$ cat config.mk
export PLATFORM = sky130hd
export DESIGN_NAME = sync_trigger_sequencer
export DESIGN_NICKNAME = d
export VERILOG_FILES = /design/src/rtl/sync_trigger_sequencer.sv
export SDC_FILE = /design/constraint.sdc
export NUM_CORES = 1
export LEC_CHECK = 0
export CELL_PAD_IN_SITES_DETAIL_PLACEMENT = 0
export CELL_PAD_IN_SITES_GLOBAL_PLACEMENT = 1
export CORE_MARGIN = 4
export CORE_UTILIZATION = 41
export CTS_CLUSTER_SIZE = 25
export DETAILED_ROUTE_END_ITERATION = 10
export PLACE_DENSITY = 0.71
export SLEW_MARGIN = 20
export SYNTH_ARGS = -nofsm -noshare
export SYNTH_HDL_FRONTEND = slang
export SYNTH_SLANG_ARGS = --single-unit
$ cat constraint.sdc
create_clock -name clk -period 7.2 [get_ports clk]
set_input_delay 0.72 -clock clk [delete_from_list [all_inputs] [get_ports clk]]
set_output_delay 0.72 -clock clk [all_outputs]
set_load 0.02 [all_outputs]
$ cat src/rtl/sync_trigger_sequencer.sv
// Firing sequencer: waits for the selected fast-gate window, aligns to a phase
// edge inside it, emits one trigger pulse and grades the wire-sensor acknowledge.
module sync_trigger_sequencer #(
   parameter int CNT_W        = 32,
   parameter int GATE_SKIP    = 1,
   parameter int PHASE_DELAY  = 0,
   parameter int TRIG_WIDTH   = 10,
   parameter int GATE_TIMEOUT = 2_000_000,
   parameter int ACK_MIN      = 400_000,
   parameter int ACK_TIMEOUT  = 1_000_000
) (
   input  logic       clk,
   input  logic       rst_n,
   input  logic       start_condition,
   input  logic       abort,
   input  logic       fast_gate,
   input  logic       phase_signal,
   input  logic       wire_sensor,
   output logic       output_trigger,
   output logic       busy,
   output logic       done,
   output logic [2:0] status,
   output logic [7:0] gate_count
);

   localparam logic [2:0] ST_IDLE       = 3'd0;
   localparam logic [2:0] ST_ARM        = 3'd1;
   localparam logic [2:0] ST_WAIT_PHASE = 3'd2;
   localparam logic [2:0] ST_DELAY      = 3'd3;
   localparam logic [2:0] ST_FIRE       = 3'd4;
   localparam logic [2:0] ST_WAIT_ACK   = 3'd5;
   localparam logic [2:0] ST_FAULT      = 3'd6;
   localparam logic [2:0] ST_END        = 3'd7;

   localparam logic [2:0] STAT_NONE      = 3'd0;
   localparam logic [2:0] STAT_OK        = 3'd1;
   localparam logic [2:0] STAT_GATE_TO   = 3'd2;
   localparam logic [2:0] STAT_WIN_MISS  = 3'd3;
   localparam logic [2:0] STAT_ACK_TO    = 3'd4;
   localparam logic [2:0] STAT_ACK_EARLY = 3'd5;
   localparam logic [2:0] STAT_ABORTED   = 3'd6;

   localparam logic [CNT_W-1:0] CNT_ONE   = CNT_W'(1);
   localparam logic [CNT_W-1:0] GATE_TO_C = CNT_W'(GATE_TIMEOUT);
   localparam logic [CNT_W-1:0] PD_LAST_C = CNT_W'((PHASE_DELAY > 0) ? PHASE_DELAY - 1 : 0);
   localparam logic [CNT_W-1:0] TW_LAST_C = CNT_W'(TRIG_WIDTH - 1);
   localparam logic [CNT_W-1:0] ACK_MIN_C = CNT_W'(ACK_MIN);
   localparam logic [CNT_W-1:0] ACK_TO_C  = CNT_W'(ACK_TIMEOUT);
   localparam logic [7:0]       SKIP_C    = 8'(GATE_SKIP);

   // Bits [1:0] are the synchroniser, bit [2] is the previous value for edge detect.
   logic [2:0] start_sync, gate_sync, phase_sync, wire_sync;
   logic       start_rise, gate_rise, gate_hi, phase_rise, wire_rise;

   logic [2:0]       state;
   logic [2:0]       fault_code;
   logic [CNT_W-1:0] cnt;
   logic             early;

   // NOTE: all clocked state uses non-blocking assignments so every flop samples
   // pre-edge values; blocking here would collapse the synchroniser chain.
   always_ff @(posedge clk or negedge rst_n) begin
      if (!rst_n) begin
         start_sync <= '0;
         gate_sync  <= '0;
         phase_sync <= '0;
         wire_sync  <= '0;
      end else begin
         start_sync <= {start_sync[1:0], start_condition};
         gate_sync  <= {gate_sync[1:0],  fast_gate};
         phase_sync <= {phase_sync[1:0], phase_signal};
         wire_sync  <= {wire_sync[1:0],  wire_sensor};
      end
   end

   assign start_rise = start_sync[1] & ~start_sync[2];
   assign gate_rise  = gate_sync[1]  & ~gate_sync[2];
   assign gate_hi    = gate_sync[1];
   assign phase_rise = phase_sync[1] & ~phase_sync[2];
   assign wire_rise  = wire_sync[1]  & ~wire_sync[2];

   always_ff @(posedge clk or negedge rst_n) begin
      if (!rst_n) begin
         state          <= ST_IDLE;
         fault_code     <= STAT_NONE;
         cnt            <= '0;
         early          <= 1'b0;
         output_trigger <= 1'b0;
         busy           <= 1'b0;
         done           <= 1'b0;
         status         <= STAT_NONE;
         gate_count     <= '0;
      end else begin
         done <= 1'b0;
         if (abort && (state != ST_IDLE)) begin
            state          <= ST_IDLE;
            output_trigger <= 1'b0;
            busy           <= 1'b0;
            done           <= 1'b1;
            status         <= STAT_ABORTED;
         end else begin
            case (state)
               ST_IDLE: begin
                  if (start_rise) begin
                     state      <= ST_ARM;
                     busy       <= 1'b1;
                     status     <= STAT_NONE;
                     gate_count <= '0;
                     cnt        <= '0;
                     early      <= 1'b0;
                  end
               end
               ST_ARM: begin
                  if (gate_rise) begin
                     cnt <= '0;
                     if (gate_count != 8'hFF) gate_count <= gate_count + 8'd1;
                     if (gate_count == SKIP_C) state <= ST_WAIT_PHASE;
                  end else if (cnt == GATE_TO_C) begin
                     fault_code <= STAT_GATE_TO;
                     state      <= ST_FAULT;
                  end else begin
                     cnt <= cnt + CNT_ONE;
                  end
               end
               ST_WAIT_PHASE: begin
                  // A phase edge in the same cycle as the gate fall still fires.
                  if (phase_rise) begin
                     cnt <= '0;
                     if (PHASE_DELAY > 0) begin
                        state <= ST_DELAY;
                     end else begin
                        state          <= ST_FIRE;
                        output_trigger <= 1'b1;
                     end
                  end else if (!gate_hi) begin
                     fault_code <= STAT_WIN_MISS;
                     state      <= ST_FAULT;
                  end
               end
               ST_DELAY: begin
                  if (cnt == PD_LAST_C) begin
                     state          <= ST_FIRE;
                     output_trigger <= 1'b1;
                     cnt            <= '0;
                  end else begin
                     cnt <= cnt + CNT_ONE;
                  end
               end
               ST_FIRE: begin
                  // cnt doubles as the ack counter from the trigger rise onward.
                  cnt <= cnt + CNT_ONE;
                  if (wire_rise) early <= 1'b1;
                  if (cnt == TW_LAST_C) begin
                     output_trigger <= 1'b0;
                     if (early || wire_rise) begin
                        fault_code <= STAT_ACK_EARLY;
                        state      <= ST_FAULT;
                     end else begin
                        state <= ST_WAIT_ACK;
                     end
                  end
               end
               ST_WAIT_ACK: begin
                  if (wire_rise) begin
                     if (cnt < ACK_MIN_C) begin
                        fault_code <= STAT_ACK_EARLY;
                        state      <= ST_FAULT;
                     end else begin
                        state <= ST_END;
                     end
                  end else if (cnt == ACK_TO_C) begin
                     fault_code <= STAT_ACK_TO;
                     state      <= ST_FAULT;
                  end else begin
                     cnt <= cnt + CNT_ONE;
                  end
               end
               ST_FAULT: begin
                  status <= fault_code;
                  done   <= 1'b1;
                  busy   <= 1'b0;
                  state  <= ST_IDLE;
               end
               ST_END: begin
                  status <= STAT_OK;
                  done   <= 1'b1;
                  busy   <= 1'b0;
                  state  <= ST_IDLE;
               end
               default: state <= ST_IDLE;
            endcase
         end
      end
   end

endmodule
==> results of run 1 <==
==> critical path, delay by kind of cell, from the launching register on <==
kind               cells  cell delay [ns]
AOI/OAI and AO/OA      3             1.36
DFF                    1             0.54
and+or+nand+nor        3             1.58
==> area by class of cell <==
type                       count  area [um^2]
clock inverter                 6        68.82
multi-input combinational    300         1883
sequential                    65         1627
timing repair buffer          23        217.7
fill                         806         4617
inverter                      12        45.04
clock buffer                  10        127.6
tap                          108        135.1
==> metal layers <==
metal / wire length, um / part of all wire
met1: 4411 / 0.48
met3: 571 / 0.062
met4: 130 / 0.014
met5: 0 / 0
met2: 4167 / 0.45
==> through the flow <==
| step | utilization | instances | area, um^2 |
|---|---|---|---|
| after floorplan | - | 396 | 3682 |
| after global placement | 0.4481 | 508 | 3908 |
| after detailed placement | 0.4481 | 508 | 3908 |
| after CTS | 0.4706 | 524 | 4104 |
| after global routing | 0.4706 | 524 | 4104 |
| final | 0.4706 | 524 | 4104 |
==> cell usage after synthesis (3+ instances only) <==
library cell               number  area [um^2]
sky130_fd_sc_hd__nor2_1        28        105.1
sky130_fd_sc_hd__buf_4          3        22.52
sky130_fd_sc_hd__buf_6          4        45.04
sky130_fd_sc_hd__o31ai_1       10        75.07
sky130_fd_sc_hd__mux2_1         3        33.78
sky130_fd_sc_hd__o21ai_0       47        235.2
sky130_fd_sc_hd__nand4_1       17        106.4
sky130_fd_sc_hd__a22oi_1        5        37.54
sky130_fd_sc_hd__o21ai_1        5        25.02
sky130_fd_sc_hd__ha_1           5        62.56
sky130_fd_sc_hd__and2_1         8        50.05
sky130_fd_sc_hd__nand2b_1       4        25.02
sky130_fd_sc_hd__o41ai_1        5        43.79
sky130_fd_sc_hd__or4_1          6        45.04
sky130_fd_sc_hd__xor2_1         4        35.03
sky130_fd_sc_hd__clkbuf_1       7        26.28
sky130_fd_sc_hd__a32oi_1        3        26.28
sky130_fd_sc_hd__nand2_1       24        90.09
sky130_fd_sc_hd__dfrtp_1       65         1627
sky130_fd_sc_hd__inv_1         12        45.04
sky130_fd_sc_hd__a21oi_1       26        130.1
sky130_fd_sc_hd__nand3_1       22        110.1
sky130_fd_sc_hd__and4_1         3        26.28
sky130_fd_sc_hd__and3_1         9        56.30
sky130_fd_sc_hd__nor3_1        12        60.06
sky130_fd_sc_hd__a41oi_1        3        26.28
sky130_fd_sc_hd__nor4_1         8        50.05
==> worst paths after layout <==
path | start | to | slack, ns | depth (start not counted)
worst max-delay path | state[0]$_DFFE_PN0P_ | cnt[13]$_DFFE_PN0P_ | 3.60 | 6
worst min-delay path | gate_sync[0]$_DFF_PN0_ | gate_sync[1]$_DFF_PN0_ | 0.35 | 0
worst max register to register | state[0]$_DFFE_PN0P_ | cnt[13]$_DFFE_PN0P_ | 3.60 | 6
worst min register to register | gate_sync[0]$_DFF_PN0_ | gate_sync[1]$_DFF_PN0_ | 0.35 | 0
max in group asynchronous | rst_n | cnt[24]$_DFFE_PN0P_ | 6.10 | 2
min in group asynchronous | rst_n | status[1]$_DFFE_PN0P_ | 0.55 | 2
==> power by group <==
part / switching, mW / leakage, nW / internal (mW)
Clock: 0.147 / 0.0964 / 0.161
Combinational: 0.332 / 0.703 / 0.175
Sequential: 0.0487 / 0.863 / 0.406
==> logic make-up after synthesis <==
family	share of synthesized area
DFF	0.4417
muxes	0.01461
and+or+nand+nor	0.2559
xor gates and xnor gates	0.01189
adders and majority gates	0.01699
buffers and inverters	0.04689
AOI/OAI and AO/OA	0.2120
==> flow_metrics.py, run 1 <==
metrics = {
    "routing": {
        "total_iterations_of_the_first_detailed_routing_run": 7,
        "detail_routed_net_length_per_standard_cell_um": 17.71,
        "dr.first_iter.drc_count": 173,
        "detail_route.drc_violations": 0,
        "vias_per_cell": 6.099,
        "routed_wirelength_um": 9282,
        "via_count": 3196,
        "final_antenna_net_count": 0,
    },
    "final_layout": {
        "drive_above_1_share": 0.08894,
        "final_cell_mix": "sky130_fd_sc_hd__dfrtp_1 (65), sky130_fd_sc_hd__o21ai_0 (47), sky130_fd_sc_hd__nor2_1 (28)",
        "layout-area-overhead-vs-synth_pct": 11.45,
        "top_register": "cnt",
        "largestRegisters": "cnt: 32 flops, gate_count: 8 flops",
        "antennaDiodeCount": 0,
        "largest_register_ff_count": 32,
        "final_common_cell": "sky130_fd_sc_hd__dfrtp_1",
        "final_net_count": 423,
    },
    "floorplan": {
        "start_util": 0.4222,
        "die_x_um": 102.8,
        "design.die.area_mm2": 0.01056,
        "die_height_um": 102.8,
        "core_area_mm2": 0.008721,
        "core.rowCount": 34,
        "io_pins": 21,
    },
    "global_route": {
        "globalRouteMet2Util": 0.2761,
        "busiest_layer": "met2",
        "grt_antenna_before_repair": 0,
        "grt_use_met1": 0.2747,
        "globalRouteTotalUtil": 0.1865,
        "grt_util_met3": 0.03451,
        "first_pass_grt_wire_length_um": 15350,
        "pin_count_of_the_biggest_net_entering_global_routing": 66,
        "grt-ovfl-total": 0,
        "number_of_global_route_vias_before_repair": 2983,
    },
    "worst_setup_path": {
        "critical_path_cell_by_cell": "nor3_1 > and3b_1 > o211ai_1 > a221oi_2 > nand2_1 > o41ai_1",
        "path_max_fanout": 13,
        "critical_setup_path_kind": "register to register",
        "cp-start-kind": "register",
        "setup.worst_path.end_class": "register",
        "worst_path_max_delay_cell": "sky130_fd_sc_hd__a221oi_2",
        "worst_path_largest_cell_delay_ns": 0.64,
        "cp_data_arrival_time_ns": 3.83,
        "crit_required_ns": 7.44,
    },
    "logic_synthesis": {
        "post_synth_instance_area_mm2": 0.003682,
        "seq_area_frac_synth": 0.4417,
        "ys_ff_latch": 65,
        "synthesis.yosys.warnings": 0,
        "synthesis.nets": 408,
        "synthesis.area_per_instance_um2": 9.299,
        "ys_types": 63,
        "syn-instance-count": 396,
        "synth_edf_count": 0,
        "synth_ff_type": "sky130_fd_sc_hd__dfrtp_1",
        "asyncSetResetFlopFracSynth": 1.000,
    },
    "place": {
        "worst_case_setup_slack_after_placement_ns": 3.702,
        "io_buffers": 20,
        "dpl.hpwl_um": 6209,
        "place.gp.congestion": 0.8279,
    },
    "sta": {
        "finalClockSkew_ns": 0.009004,
        "rsz0062_at_grt": "false",
        "finalMaxSlewViolations": 0,
        "hold_viol": 0,
        "worst-slew-pin-transition_ns": 1.022,
        "finalWorstSetupSlack_ns": 3.601,
        "timing.hold.ws_ns": 0.3509,
        "max_freq_mhz": 277.8,
        "setup-tns-final_ns": 0,
        "timing.max_slew.rel_slack": 0.3134,
        "setup-violations-final": 0,
        "finalCriticalPeriod_ns": 3.599,
        "fin_crit_sh": 0.4999,
    },
    "clock_tree": {
        "post_cts_resize_count": 0,
        "tritoncts_clock_tree": "done",
        "cts-htree-levels": 3,
        "cts_root_buf": "sky130_fd_sc_hd__clkbuf_8",
        "cts_inserted_buffers": 9,
        "post_cts.repair.setup_buffers": 0,
        "maximum_root_to_sink_buffer_count": 2,
        "clock_insertion_delay_worst_skew_ns": 0.35,
        "tritoncts_num_sinks": 65,
        "cts-hold-fix-buffers": 0,
        "cts.clk_slew.worst_paths_ns": 0.07,
    },
    "pwr": {
        "design_power_total_mw": 1.270,
        "power_density_relative_to_cell_area_mw_per_mm2": 309.4,
        "leakagePower_nw": 1.663,
        "vdd_ir_drop_max_v": 0.0001177,
    },
    "status": {
        "status": "complete, no violations",
    },
    "worst_hold_path": {
        "worstHoldPathType": "register to register",
    },
    "flow_run": {
        "maxCapViolations": 0,
    },
}
(Power assumes the default switching activity.)
==> run 2, diff against run 1 <==
Settings changed: PLACE_DENSITY 0.71 to 0.73.
Clock period 7.2 ns to 2.9 ns, I/O delays scaled along.
==> run 2 against run 1 <==
Total power rose to 2.7 times the previous value; final cell count up 5.5%; design area is 6.6% higher; first-iteration DRC count increased by 34%; utilization is 3.1 points higher; sequential share of layout area fell by 2.4 points; combinational power grew to 2.9 times the previous value; register-to-register slack worse by 3.5 ns; critical path type unchanged; highest routed layer unchanged.
==> flow_metrics.py, run 2 (synthesis gave the netlist of run 1 again) <==
metrics = {
    "floorplan": {
        "die_height_um": 102.8,
        "design.die.area_mm2": 0.01056,
        "core_area_mm2": 0.008721,
        "start_util": 0.4222,
        "core.rowCount": 34,
        "io_pins": 21,
        "die_x_um": 102.8,
    },
    "final_layout": {
        "final_common_cell": "sky130_fd_sc_hd__dfrtp_1",
        "finish.instance_area_mm2": 0.004373,
        "finished_layout_cells": 553,
        "top_register": "cnt",
        "final_cell_mix": "sky130_fd_sc_hd__dfrtp_1 (65), sky130_fd_sc_hd__o21ai_0 (47), sky130_fd_sc_hd__buf_4 (30)",
        "largestRegisters": "cnt: 32 flops, gate_count: 8 flops",
        "finalCoreUtilization": 0.5014,
        "drive_above_1_share": 0.1506,
        "layout-area-overhead-vs-synth_pct": 18.76,
        "largest_register_ff_count": 32,
        "antennaDiodeCount": 0,
        "final_net_count": 452,
    },
    "worst_setup_path": {
        "r2r_end": "fault_code[1]$_DFFE_PN0P_",
        "reg2reg_depth": 6,
        "worst-r2r-setup-slack_ns": 0.13,
        "cp-start-kind": "register",
        "setup.worst_path.end_class": "register",
        "critical_setup_path_kind": "register to register",
        "timing.rr.start": "cnt[5]$_DFFE_PN0P_",
        "worst_setup_path_startpoint": "cnt[5]$_DFFE_PN0P_",
        "cp_data_arrival_time_ns": 3.00,
        "critPathCapture": "fault_code[1]$_DFFE_PN0P_",
        "path_max_fanout": 7,
        "crit_required_ns": 3.13,
    },
    "routing": {
        "drt-met1-wl_um": 4517,
        "met2WireLength_um": 4457,
        "dr.first_iter.drc_count": 232,
        "via_count": 3317,
        "detailroute.wirelength.met3_um": 386,
        "detail_routed_net_length_per_standard_cell_um": 17.07,
        "highest_layer": "met4",
        "detail_route.drc_violations": 0,
        "final_antenna_net_count": 0,
        "total_iterations_of_the_first_detailed_routing_run": 5,
        "vias_per_cell": 5.998,
        "routed_wirelength_um": 9441,
    },
    "place": {
        "placement.cell_area_mm2": 0.004135,
        "dpl.hpwl_um": 6648,
        "place.detailed.instances": 535,
        "place.gp.congestion": 0.8045,
        "io_buffers": 20,
        "worst_case_setup_slack_after_placement_ns": 0.1180,
    },
    "sta": {
        "max_freq_mhz": 361.2,
        "finalWorstSetupSlack_ns": 0.1315,
        "timing.max_slew.rel_slack": 0.4544,
        "finalCriticalPeriod_ns": 2.768,
        "hold_viol": 0,
        "setup-tns-final_ns": 0,
        "finalMaxSlewViolations": 0,
        "fin_crit_sh": 0.9546,
        "rsz0062_at_grt": "false",
        "timing.hold.ws_ns": 0.02811,
        "finalClockSkew_ns": 0.01137,
        "worst-slew-pin-transition_ns": 0.8184,
        "setup-violations-final": 0,
    },
    "global_route": {
        "grt-ovfl-total": 0,
        "globalRouteTotalUtil": 0.1923,
        "number_of_global_route_vias_before_repair": 3132,
        "pin_count_of_the_biggest_net_entering_global_routing": 40,
        "grt_antenna_before_repair": 0,
        "first_pass_grt_wire_length_um": 15970,
    },
    "clock_tree": {
        "clock_insertion_delay_worst_skew_ns": 0.35,
        "tritoncts_num_sinks": 65,
        "maximum_root_to_sink_buffer_count": 2,
        "cts-htree-levels": 3,
        "cts_root_buf": "sky130_fd_sc_hd__clkbuf_8",
        "cts-hold-fix-buffers": 0,
        "cts.clk_slew.worst_paths_ns": 0.08,
        "tritoncts_clock_tree": "done",
        "cts_inserted_buffers": 9,
    },
    "pwr": {
        "design_power_total_mw": 3.365,
        "leakagePower_nw": 1.828,
        "power_density_relative_to_cell_area_mw_per_mm2": 769.5,
        "vdd_ir_drop_max_v": 0.0002753,
    },
    "flow_run": {
        "maxCapViolations": 0,
    },
    "worst_hold_path": {
        "worstHoldPathType": "input pin to asynchronous set/reset pin",
    },
    "status": {
        "status": "complete, no violations",
    },
}
run 2: what timing repair did:
| item | in CTS | in global routing |
|---|---|---|
| setup endpoints to repair | 0 | 7 |
| gates resized for setup | 0 | 2 |
| setup buffers | 0 | 2 |
run 2: area by class of cell:
cell class | instances | area (um^2)
clock inverters | 6 | 66.31
inverters | 12 | 45.04
flip-flops and latches | 65 | 1627
clock buffers | 10 | 137.6
well taps | 108 | 135.1
fillers | 830 | 4348
multi-input cells | 300 | 1902
repair buffers | 52 | 460.4
run 2: worst max-delay path, stage by stage, from the launching register on:
cell	delay [ns]
sky130_fd_sc_hd__dfrtp_1	0.44
sky130_fd_sc_hd__or4_4	0.57
sky130_fd_sc_hd__or4_4	0.58
sky130_fd_sc_hd__nor3_4	0.28
sky130_fd_sc_hd__o211ai_2	0.13
sky130_fd_sc_hd__a211oi_4	0.31
sky130_fd_sc_hd__mux2_1	0.36
run 2: power by group:
| group | leakage [nW] | internal (mW) | switching [mW] |
|---|---|---|---|
| sequential | 0.863 | 1.01 | 0.0850 |
| combinational | 0.859 | 0.591 | 0.885 |
| clock | 0.107 | 0.423 | 0.371 |
run 2: how the worst min path moves through the flow:
stage                             from                          to  slack (ns)  cells past startpoint
4_1_cts                          rst_n       status[2]$_DFFE_PN0P_        0.05                      1
3_3_place_gp   start_sync[0]$_DFF_PN0_     start_sync[1]$_DFF_PN0_        0.33                      0
5_1_grt                          rst_n  output_trigger$_DFFE_PN0P_        0.08                      1
2_1_floorplan                    rst_n            busy$_DFFE_PN0P_      -0.006                      0
6_report                         rst_n       status[2]$_DFFE_PN0P_        0.03                      1
3_5_place_dp    gate_sync[0]$_DFF_PN0_      gate_sync[1]$_DFF_PN0_        0.33                      0
run 2: routing by layer:
layer | vias to the layer above | track usage
met5 | - | 0
met4 | 0 | 0.05080
met3 | 6 | 0.03654
met2 | 63 | 0.3039
met1 | 1657 | 0.2718
li1 | 1591 | -
==> variant (flow settings as in run 2) <==
Change the parameter `CNT_W` from 32 to 64.
--- a/src/rtl/sync_trigger_sequencer.sv
+++ b/src/rtl/sync_trigger_sequencer.sv
@@ -3,3 +3,3 @@
 module sync_trigger_sequencer #(
-   parameter int CNT_W        = 32,
+   parameter int CNT_W        = 64,
    parameter int GATE_SKIP    = 1,
Function: same outputs for any inputs over 4 cycles, from zero or initial values and one cycle with rst_n low; that may be too few to reach the edited logic, so the function may still have changed.
==> variant against run 2 <==
- the flow now finishes with violations (hold timing)
- combinational power up 130%
- sequential power is 66% higher
- setup slack got worse by 40 ps
- sequential cell count rose by 32
- via count rose by 66%
- design area rose by 63%
- routed wire length up 75%
- total power grew 93%
- synthesized area up 56%
- die area is 52% higher
- critical path type unchanged
- highest routed layer unchanged
==> variant: results (changes against run 2) <==
[global_route]
grt_max_degree = 80  ; +100%
grt_pass1_vias = 5376  ; +72%

[status]
outcome = finished with violations
violations = hold timing

[detailed_routing]
drt_iter0_drc = 442  ; +91%

[yosys]
syn_nets = 670  ; +64%
synth_compound_area_frac = 0.208  ; -0.00425
synth_common_cells = dfrtp_1 (97), nand2_1 (60), o21ai_0 (54)
synth-xor-area-share = 0.00761  ; -0.00429
synthTopCellsByArea = dfrtp_1 (42%), o21ai_0 (4.7%), nand2_1 (3.9%), nor4_1 (2.9%), a2bb2oi_1 (2.7%)
ys_seq_area_frac = 0.422  ; -0.0201
synthMuxAreaShare = 0.0278  ; +0.0132

[layout]
final_util = 0.514  ; +0.0128
top_regs = cnt (64), gate_count (8)
post_route_cells_drive_above_1_share = 0.178  ; +0.0270
layout.cells.non_filler = 912  ; +65%

[placement]
numPlacedInstances = 893  ; +67%
dp.final_hpwl_mm = 11.6  ; +75%
gp_congestion = 0.899  ; +12%
place_worst_setup_slack_ps = -98.8  ; -217 ps

[timing]
hold_ws_ps = -22.7  ; -50.8 ps
finalClockSkew_ps = 7.42  ; -3.95 ps
finalHoldViolCount = 15  ; +15
maxSlewHeadroom = 0.499  ; +0.0450

[critical_path]
crit_start = cnt[0]
r2r_end = cnt[57]
cp.arrival_ps = 3090  ; +90 ps

[clock_network]
clock-root-buffer = clkbuf_16

[power]
irDropWorstVdd_uv = 404  ; +47%

==> variant: per-layer routing <==
metal / GRT usage / routed length [um]
met2: 0.350 / 8130
met3: 0.0434 / 693
met5: 0 / 0
met4: 0.0751 / 351
met1: 0.268 / 7310
==> variant: worst max-delay path, cell delays in order, from the launching register on <==
cell	delay, ps
dfrtp_1	410
nand2_1	130
or3_1	420
or4_4	520
or4_1	600
or4_1	510
mux2i_1	140
==> variant: power breakdown <==
part           switching (mW)  internal, mW  total (mW)  leakage [nW]
sequential              0.202          1.61        1.81          1.27
clock                   0.561         0.676        1.24         0.142
combinational            1.97          1.49        3.46          1.50
total                    2.73          3.77        6.50          2.92
==> variant: timing repair <==
action	4_1_cts	5_1_grt
setup buffers	0	3
pin swaps	0	2
resized for setup	2	21
endpoints found under the setup margin	9	50
==> variant: worst max-delay path by stage <==
stage,end,slack [ps],cells past startpoint
final,cnt[57],90,6
after global routing,cnt[56],-4,10
after CTS,state[0],-3,7
after floorplan,state[0],90,8
after global placement,fault_code[2],-2,9
after detailed placement,fault_code[1],-100,9
==> variant: metrics by stage <==
step                TNS [ps]  hold WS, ps
CTS                    -2.74          157
finish                     0        -22.7
global route           -3.59         33.6
floorplan                  0        -5.59
detailed placement      -305          336
global placement       -1.91          332
==> variant: kinds of logic (layout without fill, tap and decap cells) <==
kind of cell / after synthesis / in the layout
flops: 97 / 97
fa+ha+maj: 5 / 5
buf+inv: 66 / 140
compound gates: 178 / 178
simple gates: 292 / 292
mux: 15 / 15
xor+xnor: 5 / 5
==> variant: cell type report <==
type,instances,share of cell area
tap,180,0.0317
clock inverter,7,0.0113
timing repair buffer,96,0.117
inverter,28,0.0148
multi-input combinational,495,0.452
clock buffer,9,0.0317
sequential,97,0.341
